$ cat src/rtl/mask_row_packer.sv
// mask_row_packer: packs a serial per-pixel mask stream into row-aligned words
// and queues them with row index and end-of-row tags for a backpressured writer.
module mask_row_packer #(
   parameter int image_sensor_w = 300,
   parameter int image_sensor_h = 300,
   parameter int WORD_W = 32,
   parameter int FIFO_DEPTH = 2,
   localparam int RW = image_sensor_h > 1 ? $clog2(image_sensor_h) : 1
) (
   input  logic              clk,
   input  logic              rst_n,
   input  logic              clk_en,
   input  logic              clear,
   input  logic              rp_mask_bit,
   input  logic              rp_valid,
   output logic              rp_ready,
   output logic [WORD_W-1:0] mask_word,
   output logic              mask_valid,
   input  logic              mask_ready,
   output logic              mask_last,
   output logic [RW-1:0]     mask_row,
   output logic              frame_done,
   output logic              overflow
);
   localparam int BW = $clog2(WORD_W);
   localparam int XW = image_sensor_w > 1 ? $clog2(image_sensor_w) : 1;
   localparam int PW = $clog2(FIFO_DEPTH);
   localparam int CW = PW + 1;

   logic [WORD_W-1:0] shift, fill;
   logic [WORD_W-1:0] mem_word [FIFO_DEPTH];
   logic              mem_last [FIFO_DEPTH];
   logic [RW-1:0]     mem_row  [FIFO_DEPTH];
   logic [BW-1:0]     bit_cnt;
   logic [XW-1:0]     pix_cnt;
   logic [RW-1:0]     row_cnt;
   logic [PW-1:0]     wr_ptr, rd_ptr;
   logic [CW-1:0]     count;
   logic              acc, eor, close, push, pop;

   assign rp_ready   = count < CW'(FIFO_DEPTH);
   assign mask_valid = count != '0;
   assign mask_word  = mask_valid ? mem_word[rd_ptr] : '0;
   assign mask_last  = mask_valid & mem_last[rd_ptr];
   assign mask_row   = mask_valid ? mem_row[rd_ptr] : '0;
   assign acc   = clk_en & ~clear & rp_valid & rp_ready;
   assign eor   = pix_cnt == XW'(image_sensor_w - 1);
   assign close = (bit_cnt == BW'(WORD_W - 1)) | eor;
   assign push  = acc & close;
   assign pop   = clk_en & ~clear & mask_valid & mask_ready;
   assign fill  = shift | (WORD_W'(rp_mask_bit) << bit_cnt);

   always_ff @(posedge clk or negedge rst_n) begin
      if (!rst_n) begin
         shift      <= '0;
         bit_cnt    <= '0;
         pix_cnt    <= '0;
         row_cnt    <= '0;
         wr_ptr     <= '0;
         rd_ptr     <= '0;
         count      <= '0;
         frame_done <= 1'b0;
         overflow   <= 1'b0;
      end else if (clk_en) begin
         if (clear) begin
            shift      <= '0;
            bit_cnt    <= '0;
            pix_cnt    <= '0;
            row_cnt    <= '0;
            wr_ptr     <= '0;
            rd_ptr     <= '0;
            count      <= '0;
            frame_done <= 1'b0;
            overflow   <= 1'b0;
         end else begin
            if (acc) begin
               shift   <= close ? '0 : fill;
               bit_cnt <= close ? '0 : bit_cnt + BW'(1);
               pix_cnt <= eor ? '0 : pix_cnt + XW'(1);
               if (eor)
                  row_cnt <= (row_cnt == RW'(image_sensor_h - 1)) ? '0 : row_cnt + RW'(1);
            end
            if (push) wr_ptr <= wr_ptr + PW'(1);
            if (pop) rd_ptr <= rd_ptr + PW'(1);
            count      <= count + CW'(push) - CW'(pop);
            frame_done <= pop & mem_last[rd_ptr] & (mem_row[rd_ptr] == RW'(image_sensor_h - 1));
            if (rp_valid & ~rp_ready) overflow <= 1'b1;
         end
      end
   end

   // Storage needs no reset: every head read is qualified by count.
   always_ff @(posedge clk) begin
      if (push) begin
         mem_word[wr_ptr] <= fill;
         mem_last[wr_ptr] <= eor;
         mem_row[wr_ptr]  <= row_cnt;
      end
   end
endmodule
$ cat config.mk
export PLATFORM = sky130hd
export DESIGN_NAME = mask_row_packer
export DESIGN_NICKNAME = d
export VERILOG_FILES = /design/src/rtl/mask_row_packer.sv
export SDC_FILE = /design/constraint.sdc
export NUM_CORES = 1
export LEC_CHECK = 0
export ABC_AREA = 0
export BUFFER_PORTS_ARGS = -buffer_cell sky130_fd_sc_hd__buf_2
export CAP_MARGIN = 20
export CORE_MARGIN = 5
export CORE_UTILIZATION = 30
export CTS_BUF_LIST = sky130_fd_sc_hd__clkbuf_8
export CTS_CLUSTER_DIAMETER = 80
export DETAILED_ROUTE_END_ITERATION = 16
export GPL_TIMING_DRIVEN = 0
export HOLD_SLACK_MARGIN = 0.08
export SLEW_MARGIN = 20
export SYNTH_ARGS = -nofsm -noshare
export SYNTH_HDL_FRONTEND = slang
export SYNTH_SLANG_ARGS = --single-unit
$ cat constraint.sdc
create_clock -name clk -period 3.26 [get_ports clk]
set_input_delay 0.326 -clock clk [delete_from_list [all_inputs] [get_ports clk]]
set_output_delay 0.326 -clock clk [all_outputs]
set_load 0.02 [all_outputs]
==> metrics.json, run 1 <==
{
  "cellLeakagePower": {"value": 3.28, "unit": "nW"},
  "crit_slowest_cell": {"value": "sky130_fd_sc_hd__nor2_4"},
  "slew_viol_final": {"value": 0},
  "global_route.usage.total": {"value": 12.2, "unit": "%"},
  "layout.nets": {"value": 579},
  "rrSetupSlack": {"value": 470, "unit": "ps"},
  "post_cts_buffers": {"value": 0},
  "postLayoutCellArea": {"value": 7500, "unit": "um^2"},
  "critical-path-top-cell-by-count": {"value": "sky130_fd_sc_hd__ha_1"},
  "status": {"value": "complete, no violations"},
  "syn_area": {"value": 6460, "unit": "um^2"},
  "floorplan.initialDensity": {"value": 30.6, "unit": "%"},
  "tritoncts": {"value": "yes"},
  "die-height": {"value": 157, "unit": "um"},
  "yosysTopAreaCell": {"value": "sky130_fd_sc_hd__edfxtp_1"},
  "ys_ff_latch": {"value": 145},
  "required": {"value": 3400, "unit": "ps"},
  "hold_path_startpoint": {"value": "mask_ready"},
  "share_clk_of_total_power": {"value": 36.7, "unit": "%"},
  "sequential_element_share_of_the_synthesized_area": {"value": 62.7, "unit": "%"},
  "p_int": {"value": 2.71, "unit": "mW"},
  "period_share": {"value": 85.4, "unit": "%"},
  "tritoncts.num_buffers": {"value": 17},
  "routedWlPerCell": {"value": 16.7, "unit": "um"},
  "grt_antenna_before_repair": {"value": 0},
  "antenna_left": {"value": 0},
  "cells_resized_by_post_cts_repair": {"value": 0},
  "power_per_cell_area": {"value": 479, "unit": "nW/um^2"},
  "synth_area_per_cell": {"value": 13.1, "unit": "um^2"},
  "core-area": {"value": 21100, "unit": "um^2"},
  "area_growth_syn_to_layout": {"value": 16.1, "unit": "%"},
  "pin_count_of_the_biggest_net_entering_global_routing": {"value": 62},
  "dieArea": {"value": 24600, "unit": "um^2"},
  "worst_slew_pin_slew": {"value": 925, "unit": "ps"},
  "post-route-min-period": {"value": 2790, "unit": "ps"},
  "ir_drop_worst_case_vdd": {"value": 226, "unit": "uV"},
  "via_per_inst": {"value": 4.94},
  "endpoint_kind": {"value": "flip-flop"},
  "timing.slew.headroom": {"value": 37.9, "unit": "%"},
  "nFillCells": {"value": 2045},
  "type_of_origin_of_the_critical_path": {"value": "flip-flop"},
  "fp.dieW": {"value": 157, "unit": "um"},
  "placed_cells_incl_taps": {"value": 821},
  "clock_tree.buffer_depth": {"value": 2},
  "drv.max_cap_violation_count": {"value": 0},
  "clkSlewWorstSetupHoldPaths": {"value": 70, "unit": "ps"},
  "worstReg2RegStart": {"value": "bit_cnt[0]"},
  "cts-hold-fix-buffers": {"value": 1},
  "switching_share": {"value": 24.7, "unit": "%"},
  "path_class": {"value": "reg2reg"},
  "unrepaired_setup_endpoints_after_global_routing": {"value": "false"},
  "synthesis.nets": {"value": 506},
  "holdCritPathClass": {"value": "in2reg"},
  "number_of_global_route_vias_before_repair": {"value": 4305},
  "num_antenna_cells": {"value": 0},
  "critPathMaxStageDelay": {"value": 520, "unit": "ps"},
  "syn_inst": {"value": 493},
  "floorplan.io_pins": {"value": 53},
  "series_of_cell_instances_along_the_critical_path": {"value": "ha_1 -> and3_1 -> ha_1 -> inv_1 -> o21ai_1 -> nand2_1 -> nor2_4 -> buf_12"},
  "setup_viol_count_final": {"value": 0},
  "io_buffer_count": {"value": 51},
  "fmax": {"value": 359, "unit": "MHz"},
  "synthArstFlopShare": {"value": 42.1, "unit": "%"},
  "detailed_place.area": {"value": 7120, "unit": "um^2"},
  "cts-root-buf": {"value": "sky130_fd_sc_hd__clkbuf_8"},
  "clkLatencyLatePin": {"value": 450, "unit": "ps"},
  "cts_htree_levels": {"value": 4},
  "postRouteWirelength": {"value": 14200, "unit": "um"},
  "synthTopCellsByArea": {"value": "sky130_fd_sc_hd__edfxtp_1 39%, sky130_fd_sc_hd__dfrtp_1 24%, sky130_fd_sc_hd__mux2i_1 6.5%, sky130_fd_sc_hd__a22o_1 5.0%, sky130_fd_sc_hd__a21o_1 3.8%"},
  "worstSetupStartpoint": {"value": "bit_cnt[0]"},
  "firstDrtPassIters": {"value": 5},
  "via_count": {"value": 4223},
  "gp_congestion": {"value": 0.810},
  "worstPathArrival": {"value": 2930, "unit": "ps"},
  "first_pass_grt_wire_length": {"value": 23200, "unit": "um"},
  "stdcell_count": {"value": 854},
  "power.switching": {"value": 0.886, "unit": "mW"},
  "gate_power_share": {"value": 8.2, "unit": "%"},
  "sinks_on_clock_net": {"value": 145},
  "synth_warnings": {"value": 0},
  "synthDominantCellAreaShare": {"value": 39.0, "unit": "%"},
  "synth_top_flop_cell": {"value": "sky130_fd_sc_hd__edfxtp_1"},
  "final_layout_size_suffix_gt1_share": {"value": 19.7, "unit": "%"},
  "fin_hold_ws": {"value": 209, "unit": "ps"},
  "power_share_of_the_sequential_group": {"value": 55.1, "unit": "%"},
  "synth_cell_types": {"value": 58},
  "grt_overflow_total": {"value": 0},
  "drc": {"value": 0},
  "final-hold-violation-count": {"value": 0},
  "synth_edf_count": {"value": 84},
  "worst_clock_skew": {"value": 21.6, "unit": "ps"},
  "dpl.hpwl": {"value": 9880, "unit": "um"},
  "critical_path_peak_fanout": {"value": 24},
  "detailedRoute.firstIterationViolations": {"value": 368},
  "floorplan.rows": {"value": 53}
}
[final cells by class]
cell class	count	area, um^2	area share (%)
Sequential cell	145	4050	54.0
Multi-Input combinational cell	311	2240	29.9
Clock buffer	19	262	3.49
Clock inverter	13	110	1.47
Timing Repair Buffer	54	308	4.10
Inverter	13	48.8	0.651
Tap cell	275	344	4.59
Buffer	24	135	1.80
[worst max-delay path, delay by kind of cell, from the launching register on]
kind	cells	cell delay [ps]
compound gates	1	200
fa+ha+maj	2	460
buf+inv	2	360
flops	1	500
simple gates	3	940
[synth_stat cells (3+ instances only)]
master / count
sky130_fd_sc_hd__buf_2: 9
sky130_fd_sc_hd__clkbuf_1: 10
sky130_fd_sc_hd__ha_1: 6
sky130_fd_sc_hd__nor3_1: 6
sky130_fd_sc_hd__dfrtp_1: 61
sky130_fd_sc_hd__edfxtp_1: 84
sky130_fd_sc_hd__o21ai_0: 13
sky130_fd_sc_hd__nor2b_1: 3
sky130_fd_sc_hd__and4_1: 3
sky130_fd_sc_hd__inv_1: 13
sky130_fd_sc_hd__o31ai_1: 5
sky130_fd_sc_hd__nand2_1: 16
sky130_fd_sc_hd__mux2i_1: 42
sky130_fd_sc_hd__a21oi_1: 12
sky130_fd_sc_hd__o22ai_1: 4
sky130_fd_sc_hd__nand2b_1: 3
sky130_fd_sc_hd__a21o_1: 33
sky130_fd_sc_hd__xor2_1: 4
sky130_fd_sc_hd__and3_1: 4
sky130_fd_sc_hd__or4_1: 4
sky130_fd_sc_hd__nor2_1: 61
sky130_fd_sc_hd__a22o_1: 37
sky130_fd_sc_hd__nand3_1: 6
sky130_fd_sc_hd__buf_6: 4
sky130_fd_sc_hd__or3_1: 5
[power groups by stage]
stage                     clock (mW)  sequential [mW]  combinational, mW
after floorplan                    0             2.01              0.213
after global placement             0             2.02              0.290
after detailed placement           0             2.02              0.298
after CTS                       1.35             1.98              0.301
after global routing            1.44             1.98              0.326
final                           1.32             1.98              0.295
[stage by stage]
step | power (mW) | utilization (%) | TNS, ps | worst slack (ps)
final | 3.59 | 35.6 | 0 | 475
after global routing | 3.75 | 35.6 | 0 | 190
after CTS | 3.63 | 35.6 | 0 | 423
after detailed placement | 2.32 | 33.8 | 0 | 442
after global placement | 2.31 | 33.5 | -140860 | -1680
after floorplan | 2.22 | - | -23510 | -280
[layout by cell type (no fill, tap or decap), types with 3 or more instances in the layout]
cell type and n:
sky130_fd_sc_hd__buf_6 4, sky130_fd_sc_hd__o22ai_1 4, sky130_fd_sc_hd__a21oi_1 12, sky130_fd_sc_hd__or3_1 5
sky130_fd_sc_hd__inv_1 15, sky130_fd_sc_hd__edfxtp_1 84, sky130_fd_sc_hd__ha_1 6, sky130_fd_sc_hd__nand2b_1 3
sky130_fd_sc_hd__o21ai_0 13, sky130_fd_sc_hd__nand2_1 16, sky130_fd_sc_hd__nand3_1 6, sky130_fd_sc_hd__inv_6 4
sky130_fd_sc_hd__nor2_1 59, sky130_fd_sc_hd__clkbuf_1 10, sky130_fd_sc_hd__a22o_1 37, sky130_fd_sc_hd__o31ai_1 5
sky130_fd_sc_hd__nor2b_1 3, sky130_fd_sc_hd__and4_1 3, sky130_fd_sc_hd__clkbuf_8 19, sky130_fd_sc_hd__nor3_1 6
sky130_fd_sc_hd__mux2i_1 42, sky130_fd_sc_hd__xor2_1 4, sky130_fd_sc_hd__dfrtp_1 61, sky130_fd_sc_hd__and3_1 4
sky130_fd_sc_hd__a21o_1 33, sky130_fd_sc_hd__or4_1 4, sky130_fd_sc_hd__nor2_4 3, sky130_fd_sc_hd__buf_2 59
[path summary, 6_finish.rpt]
check                                  end  cells past startpoint
setup reg to reg           mem_word[0][25]                      8
setup / recovery           mem_word[0][25]                      8
max in group asynchronous         shift[7]                      2
hold / removal                  frame_done                      3
hold reg to reg                   shift[8]                      1
min in group asynchronous        shift[21]                      2
[cell families (layout without fill, tap and decap cells)]
| logic type | count (synthesis) | count (layout) | share of synthesized area (%) |
|---|---|---|---|
| AOI/OAI and AO/OA | 124 | 124 | 14.4 |
| xor gates and xnor gates | 4 | 4 | 0.542 |
| adders and majority gates | 6 | 6 | 1.16 |
| buffers and inverters | 37 | 123 | 2.85 |
| DFF | 145 | 145 | 62.7 |
| muxes | 42 | 42 | 6.51 |
| and+or+nand+nor | 135 | 135 | 11.9 |
[state kept, by name, summed over array words and instances (netlist names)]
name,count
bit_cnt,5
count,2
frame_done,1
mem_last,2
mem_row,18
mem_word,64
overflow,1
pix_cnt,9
rd_ptr,1
row_cnt,9
shift,32
wr_ptr,1
[metal layers]
metal	track usage, %	vias to the layer above	part of all wire, %
li1	-	2010	-
met1	15.4	2113	43
met2	20.0	90	50
met3	3.43	10	5.5
met4	4.38	0	1.2
met5	0	-	0
Power figures use the tool's default switching activity.
==> run 2: changes to the inputs <==
--- a/config.mk
+++ b/config.mk
@@ -14,4 +14,5 @@
 export CTS_CLUSTER_DIAMETER = 80
 export DETAILED_ROUTE_END_ITERATION = 16
+export GPL_ROUTABILITY_DRIVEN = 0
 export GPL_TIMING_DRIVEN = 0
 export HOLD_SLACK_MARGIN = 0.08
==> constraint.sdc (replaced) <==
create_clock -name clk -period 3.26 [get_ports clk]
set_input_delay 0.978 -clock clk [delete_from_list [all_inputs] [get_ports clk]]
set_output_delay 0.978 -clock clk [all_outputs]
set_load 0.02 [all_outputs]
==> run 2 against run 1 <==
  * Largest power group unchanged
  * Setup slack got worse by 260 ps
  * Clock skew decreased by 7.6 ps
  * Register-to-register slack about the same
  * Critical path type is now reg2out
  * Non-clock buffer count decreased by 2
  * Sequential power about the same
  * Via count decreased by 0.50%
  * Largest cell class unchanged
  * Final area about the same
  * First-iteration DRC count increased by 4.9%
  * Utilization about the same
  * Global-route usage about the same
==> metrics.json, run 2 (synthesis results as in run 1) <==
{
  "io_buffer_count": {"value": 51, "change": "unchanged"},
  "clkSlewWorstSetupHoldPaths": {"value": 80, "unit": "ps", "change": "about the same"},
  "via_count": {"value": 4202, "change": "-0.50%"},
  "multiInputGateArea": {"value": 2250, "unit": "um^2", "change": "+0.11%"},
  "cellLeakagePower": {"value": 3.28, "unit": "nW", "change": "about the same"},
  "endpoint_kind": {"value": "output port"},
  "setup_viol_count_final": {"value": 0, "change": "unchanged"},
  "holdCritPathClass": {"value": "reg2reg"},
  "pin_count_of_the_biggest_net_entering_global_routing": {"value": 62, "change": "unchanged"},
  "fp.dieW": {"value": 157, "unit": "um", "change": "unchanged"},
  "postRouteWirelength": {"value": 14300, "unit": "um", "change": "+0.47%"},
  "worstPathBufferInverterCount": {"value": 3, "change": "+1"},
  "drc": {"value": 0, "change": "unchanged"},
  "tritoncts.num_buffers": {"value": 17, "change": "unchanged"},
  "critical-path-top-cell-by-count": {"value": "sky130_fd_sc_hd__buf_2"},
  "power_per_cell_area": {"value": 479, "unit": "nW/um^2", "change": "about the same"},
  "first_pass_grt_wire_length": {"value": 23100, "unit": "um", "change": "-0.21%"},
  "cts-hold-fix-buffers": {"value": 0, "change": "-1"},
  "sinks_on_clock_net": {"value": 145, "change": "unchanged"},
  "fmax": {"value": 328, "unit": "MHz", "change": "-8.7%"},
  "antenna_left": {"value": 0, "change": "unchanged"},
  "global_route.usage.total": {"value": 12.2, "unit": "%", "change": "-0.023 points"},
  "final_common_cell": {"value": "sky130_fd_sc_hd__edfxtp_1"},
  "floorplan.io_pins": {"value": 53, "change": "unchanged"},
  "regMostFlops": {"value": "mem_word"},
  "period_share": {"value": 93.5, "unit": "%", "change": "+8.1 points"},
  "register_area": {"value": 4050, "unit": "um^2", "change": "about the same"},
  "setup-tns-final": {"value": 0, "unit": "ps", "change": "unchanged"},
  "worstPathArrival": {"value": 2070, "unit": "ps", "change": "-860 ps"},
  "largest_reg_flops": {"value": 64, "change": "unchanged"},
  "clock_tree.buffer_depth": {"value": 2, "change": "unchanged"},
  "worst_slew_pin_slew": {"value": 941, "unit": "ps", "change": "+16.6 ps"},
  "firstDrtPassIters": {"value": 5, "change": "unchanged"},
  "area_growth_syn_to_layout": {"value": 16.0, "unit": "%", "change": "about the same"},
  "crit_slowest_cell": {"value": "sky130_fd_sc_hd__nor2_2"},
  "grt_antenna_before_repair": {"value": 0, "change": "unchanged"},
  "most-common-layout-cells": {"value": "84 x sky130_fd_sc_hd__edfxtp_1, 60 x sky130_fd_sc_hd__dfrtp_1, 59 x sky130_fd_sc_hd__buf_2"},
  "required": {"value": 2280, "unit": "ps", "change": "-1120 ps"},
  "worst_clock_skew": {"value": 14.1, "unit": "ps", "change": "-7.55 ps"},
  "critical_path_peak_fanout": {"value": 10, "change": "-58%"},
  "nFillCells": {"value": 2042, "change": "-0.15%"},
  "floorplan.rows": {"value": 53, "change": "unchanged"},
  "post-route-min-period": {"value": 3050, "unit": "ps", "change": "+264 ps"},
  "cts_htree_levels": {"value": 4, "change": "unchanged"},
  "floorplan.initialDensity": {"value": 30.6, "unit": "%", "change": "unchanged"},
  "clkLatencyLatePin": {"value": 460, "unit": "ps", "change": "about the same"},
  "number_of_global_route_vias_before_repair": {"value": 4298, "change": "-0.16%"},
  "dpl.hpwl": {"value": 9880, "unit": "um", "change": "unchanged"},
  "timing.slew.headroom": {"value": 36.8, "unit": "%", "change": "-1.1 points"},
  "routedWlPerCell": {"value": 16.8, "unit": "um", "change": "+0.71%"},
  "detailedRoute.firstIterationViolations": {"value": 386, "change": "+4.9%"},
  "postLayoutCoreUtil": {"value": 35.5, "unit": "%", "change": "about the same"},
  "type_of_origin_of_the_critical_path": {"value": "flip-flop"},
  "tritoncts": {"value": "yes"},
  "critical_path.top_delay_family": {"value": "buffers and inverters"},
  "dieArea": {"value": 24600, "unit": "um^2", "change": "unchanged"},
  "final-hold-violation-count": {"value": 0, "change": "unchanged"},
  "largest_registers": {"value": "mem_word: 64 flops, shift: 32 flops, mem_row: 18 flops"},
  "critPathMaxStageDelay": {"value": 440, "unit": "ps", "change": "-80 ps"},
  "via_per_inst": {"value": 4.93, "change": "-0.26%"},
  "series_of_cell_instances_along_the_critical_path": {"value": "buf_2 -> nor2_2 -> clkbuf_1 -> nor2_1 -> buf_2"},
  "core-area": {"value": 21100, "unit": "um^2", "change": "unchanged"},
  "grt_overflow_total": {"value": 0, "change": "unchanged"},
  "drv.max_cap_violation_count": {"value": 0, "change": "unchanged"},
  "slew_viol_final": {"value": 0, "change": "unchanged"},
  "layout.nets": {"value": 577, "change": "-0.35%"},
  "final_layout_size_suffix_gt1_share": {"value": 20.6, "unit": "%", "change": "+0.93 points"},
  "path_class": {"value": "reg2out"},
  "num_antenna_cells": {"value": 0, "change": "unchanged"},
  "unrepaired_setup_endpoints_after_global_routing": {"value": "false"},
  "ir_drop_worst_case_vdd": {"value": 232, "unit": "uV", "change": "+2.5%"},
  "status": {"value": "complete, no violations"},
  "die-height": {"value": 157, "unit": "um", "change": "unchanged"},
  "cts-root-buf": {"value": "sky130_fd_sc_hd__clkbuf_8"}
}
[run 2: cell types whose count changed in the layout (fill, tap and decap cells not counted)]
cell,change
sky130_fd_sc_hd__clkbuf_2,+3
sky130_fd_sc_hd__nor2_2,+1
sky130_fd_sc_hd__dlygate4sd3_1,-1
sky130_fd_sc_hd__dfrtp_2,+1
sky130_fd_sc_hd__clkbuf_1,-4
sky130_fd_sc_hd__nor2_1,-1
sky130_fd_sc_hd__dfrtp_1,-1
[run 2: worst register-to-register path: cells and delay by family, from the launching register on]
kind	cells	cell delay (ps)
AOI/OAI and AO/OA	1	200
adders and majority gates	2	460
buffers and inverters	2	370
DFF	1	500
and+or+nand+nor	3	940
[run 2: layer usage]
layer | global-route usage, % | share of wire (%)
met5 | 0 | 0
met4 | 4.38 | 1.7
met2 | 20.0 | 50
met3 | 3.48 | 5.0
met1 | 15.4 | 44
[run 2: layout make-up]
type	count	share of cell area (%)
clock buffers	19	3.49
multi-input cells	311	30.0
plain buffers	23	1.80
repair buffers	53	3.97
clock inverters	13	1.47
flip-flops and latches	145	54.0
well taps	275	4.59
inverters	13	0.651
[run 2: path summary, 6_finish.rpt]
path | cells after the start | startpoint | endpoint | slack (ps)
worst max-delay path | 5 | count[1] | mask_word[15] | 210
worst min-delay path | 1 | shift[14] | shift[14] | 510
worst max register to register | 8 | bit_cnt[0] | mem_word[0][25] | 470
worst min register to register | 1 | shift[14] | shift[14] | 510
max in group asynchronous | 1 | rst_n | rd_ptr | 2060
min in group asynchronous | 1 | rst_n | shift[11] | 610
[run 2: where the power goes]
| group | switching (mW) | internal [mW] | leakage, nW |
|---|---|---|---|
| combinational | 0.176 | 0.108 | 1.41 |
| sequential | 0.0372 | 1.95 | 1.67 |
| clock | 0.675 | 0.642 | 0.195 |
| total | 0.888 | 2.70 | 3.28 |
[run 2: repair_timing]
action | in CTS | in global routing
resized for setup | 1 | 7
setup buffers | 0 | 0
setup endpoints to repair | 40 | 28
cloned | 0 | 0
[run 2: per-stage QoR]
step / hold slack (ps) / total power, mW / std cells / worst slack, ps / instance area (um^2)
2_1_floorplan: 468 / 2.22 / 493 / -538 / 6460
3_3_place_gp: 487 / 2.31 / 819 / -1760 / 7060
3_5_place_dp: 491 / 2.32 / 821 / 287 / 7120
4_1_cts: 510 / 3.63 / 852 / 6.89 / 7490
5_1_grt: 527 / 3.74 / 852 / 32.1 / 7490
6_report: 511 / 3.59 / 852 / 210 / 7490
==> run 3: changes to the inputs <==
Settings changed: CORE_UTILIZATION 30 to 49, PLACE_DENSITY set to 0.7.
==> run 3 against run 2 <==
  * Clock skew down 3.3 ps
  * Clock power down 8%
  * Critical path depth unchanged
  * Critical path type unchanged
  * Fmax down 0.26%
  * Non-clock buffer count up 2
  * First-iteration DRC count down 19%
  * Largest power group unchanged
  * Sequential share of layout area up 0.62 points
  * Sequential power about the same
  * Count of clock-buffer cells in the layout up 3
  * Flip-flop and latch count unchanged
  * Setup slack worse by 7.9 ps
  * Utilization up 21 points
==> metrics.json, run 3 (synthesis results as in run 1) <==
{
  "global_route.usage.total": {"value": 18.0, "unit": "%", "change": "+5.8 points"},
  "dieArea": {"value": 15600, "unit": "um^2", "change": "-37%"},
  "p_int": {"value": 2.67, "unit": "mW", "change": "-1.3%"},
  "largest_registers": {"value": "mem_word: 64 flops, shift: 32 flops, mem_row: 18 flops"},
  "grt_antenna_before_repair": {"value": 0, "change": "unchanged"},
  "share_clk_of_total_power": {"value": 35.0, "unit": "%", "change": "-1.7 points"},
  "switching_share": {"value": 23.6, "unit": "%", "change": "-1.1 points"},
  "worst_clock_skew": {"value": 10.8, "unit": "ps", "change": "-3.31 ps"},
  "final_common_cell": {"value": "sky130_fd_sc_hd__edfxtp_1"},
  "cts_htree_levels": {"value": 4, "change": "unchanged"},
  "die-height": {"value": 125, "unit": "um", "change": "-20%"},
  "power.switching": {"value": 0.824, "unit": "mW", "change": "-7.2%"},
  "power_per_cell_area": {"value": 472, "unit": "nW/um^2", "change": "-1.6%"},
  "gate_power_share": {"value": 8.0, "unit": "%", "change": "about the same"},
  "power_share_of_the_sequential_group": {"value": 57.0, "unit": "%", "change": "+1.6 points"},
  "via_count": {"value": 4262, "change": "+1.4%"},
  "cellLeakagePower": {"value": 3.30, "unit": "nW", "change": "+0.60%"},
  "grt_overflow_total": {"value": 0, "change": "unchanged"},
  "post-route-min-period": {"value": 3060, "unit": "ps", "change": "+7.93 ps"},
  "largest_reg_flops": {"value": 64, "change": "unchanged"},
  "first_pass_grt_wire_length": {"value": 22400, "unit": "um", "change": "-3.1%"},
  "endpoint_kind": {"value": "output port"},
  "final_layout_size_suffix_gt1_share": {"value": 19.9, "unit": "%", "change": "-0.76 points"},
  "status": {"value": "complete, no violations"},
  "clkSlewWorstSetupHoldPaths": {"value": 70, "unit": "ps", "change": "about the same"},
  "drv.max_cap_violation_count": {"value": 0, "change": "unchanged"},
  "worstPathArrival": {"value": 2080, "unit": "ps", "change": "about the same"},
  "fmax": {"value": 327, "unit": "MHz", "change": "-0.26%"},
  "series_of_cell_instances_along_the_critical_path": {"value": "buf_2 -> nor2_2 -> clkbuf_1 -> nor2_1 -> buf_2"},
  "critical-path-top-cell-by-count": {"value": "sky130_fd_sc_hd__buf_2"},
  "firstDrtPassIters": {"value": 5, "change": "unchanged"},
  "timing.slew.headroom": {"value": 32.8, "unit": "%", "change": "-4.0 points"},
  "rrSetupSlack": {"value": 380, "unit": "ps", "change": "-90 ps"},
  "via_per_inst": {"value": 5.65, "change": "+14%"},
  "regMostFlops": {"value": "mem_word"},
  "final-hold-violation-count": {"value": 0, "change": "unchanged"},
  "area_growth_syn_to_layout": {"value": 14.6, "unit": "%"},
  "unrepaired_setup_endpoints_after_global_routing": {"value": "false"},
  "cts-root-buf": {"value": "sky130_fd_sc_hd__clkbuf_8"},
  "pin_count_of_the_biggest_net_entering_global_routing": {"value": 62, "change": "unchanged"},
  "stdcell_count": {"value": 755, "change": "-11%"},
  "path_class": {"value": "reg2out"},
  "placed_cells_incl_taps": {"value": 724, "change": "-12%"},
  "floorplan.rows": {"value": 42, "change": "-21%"},
  "type_of_origin_of_the_critical_path": {"value": "flip-flop"},
  "postLayoutCellArea": {"value": 7410, "unit": "um^2", "change": "-1.2%"},
  "clock_tree.buffer_depth": {"value": 2, "change": "unchanged"},
  "dpl.hpwl": {"value": 9350, "unit": "um", "change": "-5.4%"},
  "drc": {"value": 0, "change": "unchanged"},
  "floorplan.io_pins": {"value": 53, "change": "unchanged"},
  "cts-hold-fix-buffers": {"value": 0, "change": "unchanged"},
  "slew_viol_final": {"value": 0, "change": "unchanged"},
  "tritoncts": {"value": "yes"},
  "detailedRoute.firstIterationViolations": {"value": 312, "change": "-19%"},
  "period_share": {"value": 93.8, "unit": "%", "change": "+0.24 points"},
  "setup_viol_count_final": {"value": 0, "change": "unchanged"},
  "most-common-layout-cells": {"value": "84 x sky130_fd_sc_hd__edfxtp_1, 61 x sky130_fd_sc_hd__dfrtp_1, 59 x sky130_fd_sc_hd__buf_2"},
  "ir_drop_worst_case_vdd": {"value": 202, "unit": "uV", "change": "-13%"},
  "required": {"value": 2280, "unit": "ps", "change": "about the same"},
  "holdCritPathClass": {"value": "reg2reg"},
  "detailed_place.area": {"value": 7060, "unit": "um^2", "change": "-0.86%"},
  "postRouteWirelength": {"value": 13500, "unit": "um", "change": "-5.9%"},
  "layout.nets": {"value": 579, "change": "+0.35%"},
  "clkLatencyLatePin": {"value": 440, "unit": "ps", "change": "-20 ps"},
  "routedWlPerCell": {"value": 17.8, "unit": "um", "change": "+6.2%"},
  "worst_slew_pin_slew": {"value": 1000, "unit": "ps", "change": "+59.6 ps"},
  "total_power": {"value": 3.49, "unit": "mW", "change": "-2.7%"},
  "num_antenna_cells": {"value": 0, "change": "unchanged"},
  "floorplan.initialDensity": {"value": 49.4, "unit": "%", "change": "+19 points"},
  "critPathMaxStageDelay": {"value": 420, "unit": "ps", "change": "-20 ps"},
  "tritoncts.num_buffers": {"value": 17, "change": "unchanged"},
  "sinks_on_clock_net": {"value": 145, "change": "unchanged"},
  "critical_path_peak_fanout": {"value": 10, "change": "unchanged"},
  "number_of_global_route_vias_before_repair": {"value": 4374, "change": "+1.8%"},
  "crit_slowest_cell": {"value": "sky130_fd_sc_hd__clkbuf_1"},
  "core-area": {"value": 13100, "unit": "um^2", "change": "-38%"},
  "antenna_left": {"value": 0, "change": "unchanged"},
  "fp.dieW": {"value": 125, "unit": "um", "change": "-20%"},
  "io_buffer_count": {"value": 51, "change": "unchanged"}
}
run 3: cell types whose count changed in the layout (fill, tap and decap cells not counted), sizes merged:
cell | previous run | this run
inv | 19 | 18
clkinvlp | 1 | 2
clkinv | 5 | 3
buf | 67 | 69
clkbuf | 28 | 31
bufinv | 1 | 0
run 3: critical path, delay by kind of cell (launching register included):
kind	cells	cell delay, ps
buffers and inverters	3	770
AND/OR/NAND/NOR	2	500
flip-flops	1	360
run 3: worst paths after layout:
path,startpoint,to,cells past startpoint
max in group asynchronous,rst_n,shift[13],1
worst max register to register,bit_cnt[0],count[1],13
worst min-delay path,shift[30],shift[30],1
worst max-delay path,count[1],mask_word[20],5
min in group asynchronous,rst_n,count[1],1
worst min register to register,shift[30],shift[30],1
run 3: per-stage QoR:
stage | TNS [ps] | hold WS (ps) | worst slack (ps) | utilization (%)
after global placement | -139500 | 485 | -1690 | 53.0
after floorplan | -45150 | 468 | -538 | -
final | 0 | 501 | 202 | 56.6
after detailed placement | 0 | 491 | 318 | 53.9
after CTS | 0 | 509 | 22.5 | 56.6
after global routing | 0 | 517 | 93.2 | 56.6
run 3: cell type report:
cell class / count / area [um^2]
multi-input combinational: 311 / 2250
buffer: 23 / 133
inverter: 13 / 48.8
timing repair buffer: 55 / 360
tap: 176 / 220
clock buffer: 22 / 303
fill: 1082 / 5680
sequential: 145 / 4050
clock inverter: 10 / 46.3
run 3: routing by layer:
metal | share of wire (%) | track usage, % | vias up
met5 | 0 | 0 | -
met4 | 1.9 | 8.04 | 0
met3 | 4.8 | 4.07 | 27
met2 | 50 | 29.5 | 123
met1 | 43 | 22.9 | 2108
li1 | - | - | 2004
run 3: what timing repair did:
item / in CTS / in global routing
gates resized for setup: 1 / 2
setup endpoints to repair: 23 / 2
pin swaps: 0 / 0
buffers inserted: 0 / 0
run 3: power groups by stage:
stage,Sequential (mW),Combinational [mW],Clock [mW]
finish,1.99,0.280,1.22
global route,2.00,0.306,1.33
CTS,1.99,0.284,1.25
detailed placement,2.02,0.293,0
global placement,2.02,0.283,0
floorplan,2.01,0.213,0
